--- config.mk ---
export PLATFORM = sky130hd
export DESIGN_NAME = mem_port_arbiter
export DESIGN_NICKNAME = d
export VERILOG_FILES = /design/src/rtl/mem_port_arbiter.sv
export SDC_FILE = /design/constraint.sdc
export NUM_CORES = 1
export LEC_CHECK = 0
export CAP_MARGIN = 40
export CORE_AREA = 5 5 191 193
export CTS_CLUSTER_DIAMETER = 200
export DETAILED_ROUTE_END_ITERATION = 16
export DIE_AREA = 0 0 196 198
export GPL_TIMING_DRIVEN = 0
export MAX_ROUTING_LAYER = met4
export PLACE_DENSITY = 0.69
export SLEW_MARGIN = 20
export SYNTH_ARGS = -nofsm -noshare
export SYNTH_HDL_FRONTEND = slang
export SYNTH_SLANG_ARGS = --single-unit
--- constraint.sdc ---
create_clock -name in_Clk -period 10.9 [get_ports in_Clk]
set_input_delay 3.27 -clock in_Clk [delete_from_list [all_inputs] [get_ports in_Clk]]
set_output_delay 3.27 -clock in_Clk [all_outputs]
set_load 0.05 [all_outputs]
--- src/rtl/mem_port_arbiter.sv ---
// Shares one 64-bit memory port between instruction fetch and data memory.
// Ports: IF req/addr -> inst/valid/stall, DM req/op -> rd_data/valid/stall,
//        memory req/wr_en/addr/wr_data <- ack/rd_data, err on timeout.
module mem_port_arbiter #(
  parameter int MAX_DM_BURST   = 2,
  parameter int TIMEOUT_CYCLES = 255
) (
  input  logic        in_Clk,
  input  logic        in_Rst,
  input  logic        in_if_req,
  input  logic [63:0] in_if_addr,
  output logic [31:0] out_if_inst,
  output logic        out_if_valid,
  output logic        out_if_stall,
  input  logic        in_dm_req,
  input  logic        in_dm_wr_en,
  input  logic [63:0] in_dm_addr,
  input  logic [63:0] in_dm_wr_data,
  output logic [63:0] out_dm_rd_data,
  output logic        out_dm_valid,
  output logic        out_dm_stall,
  output logic        out_mem_req,
  output logic        out_mem_wr_en,
  output logic [63:0] out_mem_addr,
  output logic [63:0] out_mem_wr_data,
  input  logic        in_mem_ack,
  input  logic [63:0] in_mem_rd_data,
  output logic        out_mem_err
);

  localparam logic [3:0] MAX_B    = 4'(MAX_DM_BURST);
  localparam logic [7:0] TMO_LAST = 8'(TIMEOUT_CYCLES - 1);

  typedef enum logic [1:0] {
    S_IDLE,
    S_WAIT,
    S_RESP
  } state_t;

  state_t      state, state_nx;
  logic        win_dm, win_dm_nx;
  logic [63:0] addr_q, addr_nx;
  logic        wr_en_q, wr_en_nx;
  logic [63:0] wr_data_q, wr_data_nx;
  logic [3:0]  burst_q, burst_nx;
  logic [7:0]  tmo_q, tmo_nx;
  logic        err_q, err_nx;
  logic [31:0] inst_q, inst_nx;
  logic [63:0] dm_rd_q, dm_rd_nx;
  logic        grant_dm;
  logic        capture;
  logic [63:0] cap_data;

  assign grant_dm = in_dm_req & (~in_if_req | (burst_q < MAX_B));

  always_ff @(posedge in_Clk or posedge in_Rst) begin
    if (in_Rst) begin
      state     <= S_IDLE;
      win_dm    <= 1'b0;
      addr_q    <= '0;
      wr_en_q   <= 1'b0;
      wr_data_q <= '0;
      burst_q   <= '0;
      tmo_q     <= '0;
      err_q     <= 1'b0;
      inst_q    <= '0;
      dm_rd_q   <= '0;
    end else begin
      state     <= state_nx;
      win_dm    <= win_dm_nx;
      addr_q    <= addr_nx;
      wr_en_q   <= wr_en_nx;
      wr_data_q <= wr_data_nx;
      burst_q   <= burst_nx;
      tmo_q     <= tmo_nx;
      err_q     <= err_nx;
      inst_q    <= inst_nx;
      dm_rd_q   <= dm_rd_nx;
    end
  end

  always_comb begin
    state_nx   = state;
    win_dm_nx  = win_dm;
    addr_nx    = addr_q;
    wr_en_nx   = wr_en_q;
    wr_data_nx = wr_data_q;
    burst_nx   = burst_q;
    tmo_nx     = tmo_q;
    err_nx     = err_q;
    inst_nx    = inst_q;
    dm_rd_nx   = dm_rd_q;
    capture    = 1'b0;
    cap_data   = '0;
    unique case (state)
      S_IDLE: begin
        if (in_if_req | in_dm_req) begin
          state_nx   = S_WAIT;
          win_dm_nx  = grant_dm;
          addr_nx    = grant_dm ? in_dm_addr : in_if_addr;
          wr_en_nx   = grant_dm & in_dm_wr_en;
          wr_data_nx = in_dm_wr_data;
          tmo_nx     = '0;
          err_nx     = 1'b0;
          // The run only counts DM grants that made a waiting IF lose.
          if (grant_dm && in_if_req)
            burst_nx = (burst_q == 4'hF) ? burst_q : burst_q + 4'd1;
          else
            burst_nx = '0;
        end
      end
      S_WAIT: begin
        if (in_mem_ack) begin
          state_nx = S_RESP;
          capture  = 1'b1;
          cap_data = in_mem_rd_data;
        end else if (tmo_q == TMO_LAST) begin
          state_nx = S_RESP;
          capture  = 1'b1;
          err_nx   = 1'b1;
        end else begin
          tmo_nx = tmo_q + 8'd1;
        end
      end
      S_RESP: begin
        state_nx = S_IDLE;
        err_nx   = 1'b0;
      end
      default: state_nx = S_IDLE;
    endcase
    if (capture) begin
      if (!win_dm)
        inst_nx = addr_q[2] ? cap_data[63:32] : cap_data[31:0];
      else if (!wr_en_q)
        dm_rd_nx = cap_data;
    end
  end

  logic in_wait, in_resp;
  assign in_wait = (state == S_WAIT);
  assign in_resp = (state == S_RESP);

  assign out_mem_req     = in_wait;
  assign out_mem_wr_en   = in_wait & wr_en_q;
  assign out_mem_addr    = !in_wait ? '0 :
                           win_dm ? addr_q : {addr_q[63:3], 3'b000};
  assign out_mem_wr_data = in_wait ? wr_data_q : '0;
  assign out_mem_err     = in_resp & err_q;
  assign out_if_valid    = in_resp & ~win_dm;
  assign out_dm_valid    = in_resp & win_dm;
  assign out_if_inst     = inst_q;
  assign out_dm_rd_data  = dm_rd_q;
  assign out_if_stall    = in_if_req & ~out_if_valid;
  assign out_dm_stall    = in_dm_req & ~out_dm_valid;

endmodule
=== After elaboration in Yosys (flattened, before gate mapping) ===
Cells that the tools add are included.

* Bits of input ports: 262
* Bits in registers: 241
* Output and inout bits: 231
* Word-level logic and storage cells: 73

* Multiplexer cells: 24
* Equal/unequal tests: 10
* Reduce and logical (&&, ||, !) cells: 11
* Order comparisons: 1
* Add/subtract/negate cells: 2
* Bitwise gates (word level): 15

{| class="wikitable"
|+ Operators by type and width
! operator !! count
|-
| 64-bit 2-to-1 mux || 5
|-
| 32-bit 2-to-1 mux || 1
|-
| 8-bit 2-to-1 mux || 3
|-
| 8-bit one-hot mux with 2 select lines || 1
|-
| 8-bit by 1-bit adder with 8-bit output (second input constant) || 1
|-
| 1-bit bitwise AND || 8
|-
| 8-bit == test (second input constant) || 1
|-
| 4-bit 2-to-1 mux || 2
|-
| 2-bit != test (second input constant) || 4
|-
| 4-bit AND reduction || 2
|-
| 1-bit 2-to-1 mux || 6
|-
| 2-bit 2-to-1 mux || 3
|-
| 2-bit AND reduction || 3
|-
| 3-bit AND reduction || 2
|-
| 1-bit inverter || 5
|-
| 4-bit by 1-bit adder with 4-bit output (second input constant) || 1
|-
| 4-bit == test (second input constant) || 1
|-
| 4-bit by 2-bit < comparator with 1-bit output (second input constant) || 1
|-
| 2-bit one-hot mux with 2 select lines || 1
|-
| 3-bit 2-to-1 mux || 1
|-
| 3-bit by 2-bit != test with 1-bit output (second input constant) || 1
|-
| 1-bit one-hot mux with 3 select lines || 1
|-
| 3-bit nonzero test || 1
|-
| 2-bit by 1-bit == test with 1-bit output (second input constant) || 1
|-
| other kinds (6) || 7
|}

=== Longest topological paths before layout ===
Gate-level depths: netlist of the first run.

* Word-level depth: 6
* Gate-level depth with buffers: 7
* Mapped depth without buffers: 5

=== Least setup slack after synthesis of the first run ===
Ideal clock, no wire load.

* Path type: in2out
* Start: input port in_dm_req
* End: output port out_dm_stall
* Path buffers: 2
* Data required time: 7.630 ns
* Setup slack: 3.169 ns
* Data arrival time: 4.461 ns
* Stages on the path: 3
* Path through: buf_2 -> buf_1 -> nor2b_1

* Longest elaborated chain between the ends: 1

{| class="wikitable"
|+ Ends and longest elaborated chain
! item !! line !! RTL
|-
| start, declared || 15 || <nowiki>input logic in_dm_req,</nowiki>
|-
| 1-bit bitwise AND || 154 || <nowiki>assign out_dm_stall = in_dm_req & ~out_dm_valid;</nowiki>
|-
| end, declared || 21 || <nowiki>output logic out_dm_stall,</nowiki>
|}

No other way between the ends.

=== Worst setup path in the final report of the first run ===
* Start: input port in_if_req
* End: output port out_if_stall

* Longest elaborated chain between the ends: 1

{| class="wikitable"
|+ Ends and longest elaborated chain
! item !! line !! RTL
|-
| start, declared || 10 || <nowiki>input logic in_if_req,</nowiki>
|-
| 1-bit bitwise AND || 153 || <nowiki>assign out_if_stall = in_if_req & ~out_if_valid;</nowiki>
|-
| end, declared || 14 || <nowiki>output logic out_if_stall,</nowiki>
|}

No other way between the ends.

==> impl_metrics.prom, run 1 <==
# TYPE chip_impl_metric gauge
chip_impl_info{name="cell_taking_the_most_area_after_synthesis",value="dfrtp_1"} 1
chip_impl_info{name="worst_setup_path_start_kind",value="input pin"} 1
chip_impl_metric{name="area_delta_synth_final",unit="%"} 50.55
chip_impl_metric{name="drcViolationCount",unit=""} 0
chip_impl_info{name="cts_tree",value="yes"} 1
chip_impl_metric{name="cts_buffer_depth",unit=""} 3
chip_impl_metric{name="maxCapViolations",unit=""} 0
chip_impl_info{name="holdCritStartpoint",value="wr_data_q[53]$_DFFE_PP0P_"} 1
chip_impl_metric{name="all_layer_global_routing_usage",unit="%"} 24.63
chip_impl_metric{name="place.detailed.hpwl",unit="um"} 37630
chip_impl_metric{name="clkSlewWorstSetupHoldPaths",unit="ns"} 0.06
chip_impl_metric{name="chipWidth",unit="um"} 196
chip_impl_metric{name="ff_latch_count_synth",unit=""} 241
chip_impl_metric{name="floorplan.initialDensity",unit="%"} 37.37
chip_impl_metric{name="placement_rows",unit=""} 68
chip_impl_metric{name="achievable-frequency",unit="GHz"} 0.1211
chip_impl_metric{name="post-route-cell-area",unit="um2"} 19340
chip_impl_metric{name="ff2ff_path_depth",unit=""} 7
chip_impl_metric{name="setup_viol",unit=""} 0
chip_impl_metric{name="detail_route.vias_per_cell",unit=""} 5.237
chip_impl_metric{name="layout_setup_ws",unit="ns"} 2.643
chip_impl_metric{name="post-place-ws",unit="ns"} 2.647
chip_impl_metric{name="layout.filler_cells",unit=""} 3038
chip_impl_info{name="critical-path-slowest-cell",value="clkdlybuf4s50_1"} 1
chip_impl_metric{name="drt-initial-drc-count",unit=""} 648
chip_impl_metric{name="grt_overflow",unit=""} 0
chip_impl_metric{name="grt_max_degree",unit=""} 100
chip_impl_metric{name="hold_slack_final",unit="ns"} 0.4977
chip_impl_metric{name="numCtsBuffers",unit=""} 28
chip_impl_metric{name="synthesis.nets",unit=""} 1541
chip_impl_metric{name="synthDominantCellAreaShare",unit="%"} 46.96
chip_impl_metric{name="tritoncts_num_sinks",unit=""} 241
chip_impl_metric{name="irDropWorstVdd",unit="uV"} 178.6
chip_impl_metric{name="worstMarginPinSlew",unit="ns"} 0.7034
chip_impl_metric{name="gp_congestion",unit=""} 0.9210
chip_impl_metric{name="timing.final.crit_period",unit="ns"} 8.257
chip_impl_metric{name="die_height",unit="um"} 198
chip_impl_metric{name="area_of_the_core",unit="um2"} 34370
chip_impl_info{name="cp_common_cell",value="clkdlybuf4s50_1"} 1
chip_impl_info{name="cts.root.buffer_cell",value="clkbuf_16"} 1
chip_impl_metric{name="port_buffers",unit=""} 491
chip_impl_metric{name="cts_setup_buffers",unit=""} 0
chip_impl_info{name="worstPathCellList",value="clkdlybuf4s50_1 > nor2b_1 > clkdlybuf4s50_1"} 1
chip_impl_metric{name="antenna_found_initial",unit=""} 4
chip_impl_info{name="critical_path.endpoint_type",value="output pin"} 1
chip_impl_metric{name="timing.final.max_slew_violations",unit=""} 0
chip_impl_metric{name="worst-endpoint-arrival",unit="ns"} 4.99
chip_impl_metric{name="power_density",unit="nW/um2"} 326.2
chip_impl_info{name="synth.top_cells.by_area",value="dfrtp_1 47%, o211ai_1 6.7%, mux2_4 6.1%"} 1
chip_impl_metric{name="detail_route.wirelength",unit="um"} 48680
chip_impl_metric{name="detailedRoute.firstPassIterationCount",unit=""} 5
chip_impl_metric{name="min_delay_path_depth",unit=""} 1
chip_impl_metric{name="ys_async_sr_fraction",unit="%"} 100.0
chip_impl_metric{name="clock_skew",unit="ns"} 0.01561
chip_impl_metric{name="num-nets-final",unit=""} 2064
chip_impl_metric{name="syn_inst",unit=""} 1276
chip_impl_metric{name="critical_path_required",unit="ns"} 7.63
chip_impl_metric{name="timing.critical_path.buf_inv",unit=""} 2
chip_impl_metric{name="synth_sequential_area_ratio",unit="%"} 46.96
chip_impl_metric{name="post_cts_hold_buffer_count",unit=""} 0
chip_impl_metric{name="grt_first_pass_wirelength",unit="um"} 74020
chip_impl_metric{name="floorplan.die_area",unit="um2"} 38810
chip_impl_info{name="rsz0062_at_grt",value="no"} 1
chip_impl_metric{name="relSlewSlack",unit="%"} 53.11
chip_impl_info{name="layout.cells.most_common",value="clkdlybuf4s50_1"} 1
chip_impl_metric{name="netlist_area",unit="um2"} 12840
chip_impl_metric{name="critical_path.max_stage_delay",unit="ns"} 0.82
chip_impl_info{name="timing.critical_path.max_delay_family",value="buffers and inverters"} 1
chip_impl_metric{name="post_route_cells_drive_above_1_share",unit="%"} 12.41
chip_impl_info{name="hold_path_end",value="wr_data_q[53]$_DFFE_PP0P_"} 1
chip_impl_info{name="r2r_end",value="out_dm_rd_data[54]$_DFFE_PP0P_"} 1
chip_impl_metric{name="grt_pass1_vias",unit=""} 12573
chip_impl_metric{name="post_synthesis_mean_instance_area",unit="um2"} 10.07
chip_impl_metric{name="wl_per_instance",unit="um"} 21.35
chip_impl_info{name="most_used_cells_in_the_layout_excluding_fill_and_tap_cells",value="491 x clkdlybuf4s50_1, 241 x dfrtp_1, 132 x nand3_1"} 1
chip_impl_metric{name="num_io_pins",unit=""} 493
chip_impl_metric{name="drtAntennaViolNets",unit=""} 0
chip_impl_metric{name="ctsResizeCount",unit=""} 0
chip_impl_metric{name="post-layout-total-power",unit="mW"} 6.307
chip_impl_info{name="postSynth.topFlopCell",value="dfrtp_1"} 1
chip_impl_info{name="critPathKind",value="in2out"} 1
chip_impl_metric{name="crit_fanout",unit=""} 7
chip_impl_metric{name="r2r_slack",unit="ns"} 8.82
chip_impl_info{name="regToRegStartpoint",value="tmo_q[0]$_DFFE_PP0P_"} 1
chip_impl_metric{name="route.vias.total",unit=""} 11940
chip_impl_metric{name="synth-edff-count",unit=""} 0
chip_impl_metric{name="clk_latency",unit="ns"} 0.54
chip_impl_metric{name="timing_hold_violations_final",unit=""} 0
chip_impl_metric{name="cp_num_cells",unit=""} 3
chip_impl_metric{name="synthDistinctLibCells",unit=""} 51
chip_impl_metric{name="dpl-instance-area",unit="um2"} 18390
chip_impl_info{name="min_path_type",value="reg2reg"} 1
chip_impl_metric{name="yosys_warnings",unit=""} 0
chip_impl_info{name="outcome",value="finished, final reports clean"} 1
chip_impl_metric{name="period_share",unit="%"} 75.75
chip_impl_metric{name="htreeDepth",unit=""} 1
chip_impl_metric{name="power.leakage",unit="nW"} 8.330
worst max path at each step:
stage               slack [ns]  startpoint                      to
finish                    2.64   in_if_req            out_if_stall
global route              2.56   in_dm_req            out_dm_stall
CTS                       2.62   in_if_req            out_if_stall
detailed placement        2.65   in_if_req            out_if_stall
global placement         -2.48      in_Rst  addr_q[26]$_DFFE_PP0P_
floorplan                 1.01      in_Rst   addr_q[0]$_DFFE_PP0P_
registers in the layout, summed over array words and instances (netlist names):
register and count:
wr_en_q 1, state 2, out_dm_rd_data 64, tmo_q 8, wr_data_q 64, err_q 1, out_if_inst 32, win_dm 1
burst_q 4, addr_q 64
synthesized netlist by cell type (2+ instances only):
cell / count
a21oi_1: 5
a22oi_1: 32
a31oi_1: 3
and2_1: 117
and3_1: 4
and4_1: 3
and4b_1: 2
and4bb_2: 2
buf_1: 7
buf_12: 6
buf_2: 35
buf_4: 12
buf_6: 6
clkbuf_1: 49
clkbuf_2: 11
dfrtp_1: 241
ha_1: 3
inv_1: 113
mux2_2: 45
mux2_4: 52
mux2i_1: 3
nand2_1: 2
nand2b_1: 65
nand3_1: 132
nand4_1: 67
nor2_1: 13
nor2b_1: 5
nor3_1: 3
o211ai_1: 115
o21ai_0: 69
o21ai_1: 22
o221ai_1: 13
logic make-up after synthesis:
kind of cell / after synthesis / share of synthesized area, %
simple gates: 424 / 19.48
compound gates: 268 / 14.09
flops: 241 / 46.96
buf+inv: 240 / 8.924
mux: 100 / 10.26
fa+ha+maj: 3 / 0.2923
per-stage QoR:
stage	cells	setup TNS (ns)	util, %
after floorplan	1276	0	-
after global placement	2222	-591.93	53.32
after detailed placement	2224	0	53.50
after CTS	2276	0	56.22
after global routing	2280	0	56.25
final	2280	0	56.25
area by class of cell:
cell class | instances | area (um2) | share of cell area, %
flip-flops and latches | 241 | 6031 | 31.19
multi-input cells | 795 | 5667 | 29.31
repair buffers | 493 | 4970 | 25.70
clock buffers | 45 | 875.8 | 4.530
plain buffers | 126 | 718.2 | 3.714
well taps | 455 | 569.3 | 2.944
inverters | 114 | 435.4 | 2.252
clock inverters | 7 | 60.06 | 0.3106
diodes | 4 | 10.01 | 0.05177
layer usage:
layer | global-route usage [%] | vias up | wire length [um]
met5 | - | - | 0
met4 | 7.086 | 0 | 1500
met3 | 6.653 | 80 | 4116
met2 | 41.45 | 486 | 24050
met1 | 29.21 | 5806 | 19010
li1 | - | 5568 | -
report_power, final:
part	total, mW	switching, mW	internal, mW
Combinational	3.83	2.39	1.45
Clock	0.954	0.384	0.570
Sequential	1.52	0.231	1.29
Total	6.31	3.00	3.31
(Power assumes the default switching activity.)
==> run 2, diff against run 1 <==
- PLACE_DENSITY: 0.69 -> 0.72
- clock period: 10.9 -> 7.3 ns (I/O delays scaled with it)
==> run 2 against run 1 <==
  * Design area up 0.96%
  * Global-route usage is 0.60 points higher
  * Sequential share of layout area fell by 0.30 points
  * Via count rose by 2.2%
  * Count of clock-buffer cells in the layout grew 1
  * Setup slack worse by 1.6 ns
  * Final cell count is 0.31% higher
  * Register-to-register slack worse by 3.6 ns
  * Critical path depth unchanged
  * Combinational power is 50% higher
  * Critical path type unchanged
==> impl_metrics.prom, run 2 (synthesized netlist as in run 1, its figures left out) <==
# TYPE chip_impl_metric gauge
chip_impl_metric{name="clock_skew",unit="ns"} 0.01393
chip_impl_metric{name="drtAntennaViolNets",unit=""} 0
chip_impl_metric{name="drt-initial-drc-count",unit=""} 631
chip_impl_metric{name="wl_per_instance",unit="um"} 21.70
chip_impl_info{name="most_used_cells_in_the_layout_excluding_fill_and_tap_cells",value="491 x clkdlybuf4s50_1, 241 x dfrtp_1, 132 x nand3_1"} 1
chip_impl_metric{name="ctsResizeCount",unit=""} 0
chip_impl_info{name="r2r_end",value="out_dm_rd_data[6]$_DFFE_PP0P_"} 1
chip_impl_info{name="critPathKind",value="in2out"} 1
chip_impl_metric{name="die_height",unit="um"} 198
chip_impl_metric{name="post-place-ws",unit="ns"} 1.116
chip_impl_metric{name="grt_overflow",unit=""} 0
chip_impl_metric{name="timing.final.crit_period",unit="ns"} 6.210
chip_impl_metric{name="post-layout-total-power",unit="mW"} 9.505
chip_impl_metric{name="detailedRoute.firstPassIterationCount",unit=""} 5
chip_impl_metric{name="route.vias.total",unit=""} 12202
chip_impl_metric{name="detail_route.wirelength",unit="um"} 49630
chip_impl_metric{name="r2r_slack",unit="ns"} 5.20
chip_impl_metric{name="cts_buffer_depth",unit=""} 3
chip_impl_metric{name="power_density",unit="nW/um2"} 486.9
chip_impl_metric{name="place.detailed.hpwl",unit="um"} 38900
chip_impl_metric{name="finalNonFillerCells",unit=""} 2287
chip_impl_metric{name="area_delta_synth_final",unit="%"} 51.99
chip_impl_metric{name="period_share",unit="%"} 85.07
chip_impl_info{name="holdCritStartpoint",value="wr_data_q[53]$_DFFE_PP0P_"} 1
chip_impl_info{name="critical_path.endpoint_type",value="output pin"} 1
chip_impl_metric{name="worst-endpoint-arrival",unit="ns"} 4.02
chip_impl_metric{name="timing_hold_violations_final",unit=""} 0
chip_impl_metric{name="port_buffers",unit=""} 491
chip_impl_metric{name="grt_first_pass_wirelength",unit="um"} 75600
chip_impl_metric{name="grt_max_degree",unit=""} 33
chip_impl_metric{name="min_delay_path_depth",unit=""} 1
chip_impl_metric{name="setup_viol",unit=""} 0
chip_impl_metric{name="layout.filler_cells",unit=""} 2997
chip_impl_metric{name="worstMarginPinSlew",unit="ns"} 0.6500
chip_impl_metric{name="numCtsBuffers",unit=""} 29
chip_impl_info{name="regToRegStartpoint",value="tmo_q[0]$_DFFE_PP0P_"} 1
chip_impl_metric{name="detail_route.vias_per_cell",unit=""} 5.335
chip_impl_info{name="cts.root.buffer_cell",value="clkbuf_16"} 1
chip_impl_metric{name="floorplan.initialDensity",unit="%"} 37.37
chip_impl_info{name="worst_setup_path_startpoint",value="in_if_req"} 1
chip_impl_metric{name="power.leakage",unit="nW"} 8.409
chip_impl_metric{name="crit_fanout",unit=""} 7
chip_impl_info{name="hold_path_end",value="wr_data_q[53]$_DFFE_PP0P_"} 1
chip_impl_metric{name="all_layer_global_routing_usage",unit="%"} 25.23
chip_impl_metric{name="num_io_pins",unit=""} 493
chip_impl_metric{name="critical_path_required",unit="ns"} 5.11
chip_impl_info{name="min_path_type",value="reg2reg"} 1
chip_impl_metric{name="maxCapViolations",unit=""} 0
chip_impl_info{name="outcome",value="finished, final reports clean"} 1
chip_impl_metric{name="tritoncts_num_sinks",unit=""} 241
chip_impl_metric{name="timing.final.max_slew_violations",unit=""} 0
chip_impl_metric{name="post-route-cell-area",unit="um2"} 19520
chip_impl_metric{name="drcViolationCount",unit=""} 0
chip_impl_metric{name="floorplan.die_area",unit="um2"} 38810
chip_impl_info{name="rsz0062_at_grt",value="no"} 1
chip_impl_info{name="layout.cells.most_common",value="clkdlybuf4s50_1"} 1
chip_impl_metric{name="area_of_the_core",unit="um2"} 34370
chip_impl_metric{name="clkSlewWorstSetupHoldPaths",unit="ns"} 0.06
chip_impl_metric{name="post_cts_hold_buffer_count",unit=""} 0
chip_impl_metric{name="dp.cells",unit=""} 2231
chip_impl_metric{name="htreeDepth",unit=""} 1
chip_impl_metric{name="num-nets-final",unit=""} 2072
chip_impl_metric{name="placement_rows",unit=""} 68
chip_impl_info{name="worst_setup_path_start_kind",value="input pin"} 1
chip_impl_metric{name="layout_setup_ws",unit="ns"} 1.090
chip_impl_metric{name="achievable-frequency",unit="GHz"} 0.1610
chip_impl_metric{name="setup_tns",unit="ns"} 0
chip_impl_info{name="cts_tree",value="yes"} 1
chip_impl_metric{name="grt_pass1_vias",unit=""} 12791
chip_impl_metric{name="dpl-instance-area",unit="um2"} 18530
chip_impl_metric{name="gp_congestion",unit=""} 0.9249
chip_impl_metric{name="chipWidth",unit="um"} 196
chip_impl_metric{name="ff2ff_path_depth",unit=""} 6
chip_impl_metric{name="relSlewSlack",unit="%"} 56.67
chip_impl_metric{name="cts_setup_buffers",unit=""} 0
chip_impl_metric{name="antenna_found_initial",unit=""} 3
chip_impl_metric{name="clk_latency",unit="ns"} 0.54
chip_impl_metric{name="irDropWorstVdd",unit="uV"} 280.8
chip_impl_metric{name="post_route_cells_drive_above_1_share",unit="%"} 12.75
## run 2: changes by cell type in the layout (fill, tap and decap cells not counted), sizes merged
cell      before  now
inv          114  113
buf           68   75
diode          4    5
bufinv         1    2
clkinvlp       0    1
clkbuf       105  106
clkinv         6    3
## run 2: power breakdown
group          internal (mW)  switching (mW)  leakage [nW]
logic                   2.17            3.59          5.23
registers               1.93           0.350          2.69
clock network          0.904           0.568         0.484
total                   5.00            4.51          8.41
## run 2: worst max-delay path by stage
stage / endpoint / slack (ns) / depth (start not counted)
2_1_floorplan: out_dm_stall / 1.73 / 3
3_3_place_gp: wr_data_q[24]$_DFFE_PP0P_ / -0.1 / 2
3_5_place_dp: out_if_stall / 1.12 / 3
4_1_cts: out_if_stall / 1.10 / 3
5_1_grt: out_if_stall / 1.07 / 3
6_report: out_if_stall / 1.09 / 3
## run 2: final cells by class
class / instances / area, um2 / share of cell area (%)
flip-flops and latches: 241 / 6031 / 30.89
multi-input cells: 795 / 5667 / 29.03
repair buffers: 500 / 5117 / 26.21
clock buffers: 46 / 899.6 / 4.608
plain buffers: 126 / 718.2 / 3.679
well taps: 455 / 569.3 / 2.916
inverters: 114 / 431.7 / 2.211
clock inverters: 5 / 75.07 / 0.3846
diodes: 5 / 12.51 / 0.06409
## run 2: worst max-delay path: stages
cell             delay [ns]
clkdlybuf4s50_1        0.80
nor2b_1                0.20
clkdlybuf4s50_1        0.82
## run 2: layer usage
| layer | track usage, % | vias to the layer above | routed length, um | share of wire (%) |
|---|---|---|---|---|
| li1 | - | 5582 | - | - |
| met1 | 30.85 | 5979 | 19730 | 40 |
| met2 | 40.76 | 530 | 23770 | 48 |
| met3 | 6.058 | 111 | 3828 | 7.7 |
| met4 | 9.594 | 0 | 2307 | 4.6 |
| met5 | - | - | 0 | 0 |
## run 2: through the flow
stage | hold WS (ns) | util [%]
finish | 0.4968 | 56.79
global route | 0.5065 | 56.79
CTS | 0.5013 | 56.76
detailed placement | 0.4838 | 53.92
global placement | 0.4807 | 53.33
floorplan | 0.4443 | -
==> run 3, diff against run 2 <==
- clock period: 7.3 -> 5.2 ns (I/O delays scaled with it)
==> results of run 3 <==
Same layout as run 2 (identical final DEF). Status: finished, final reports clean.
Main changes from that run: setup slack after placement 1.116 ns -> 0.2761 ns; setup slack after layout 1.090 ns -> 0.2500 ns; register-to-register setup slack 5.20 ns -> 3.10 ns; total power 9.505 mW -> 13.34 mW; worst IR drop on VDD 280.8 uV -> 394.2 uV
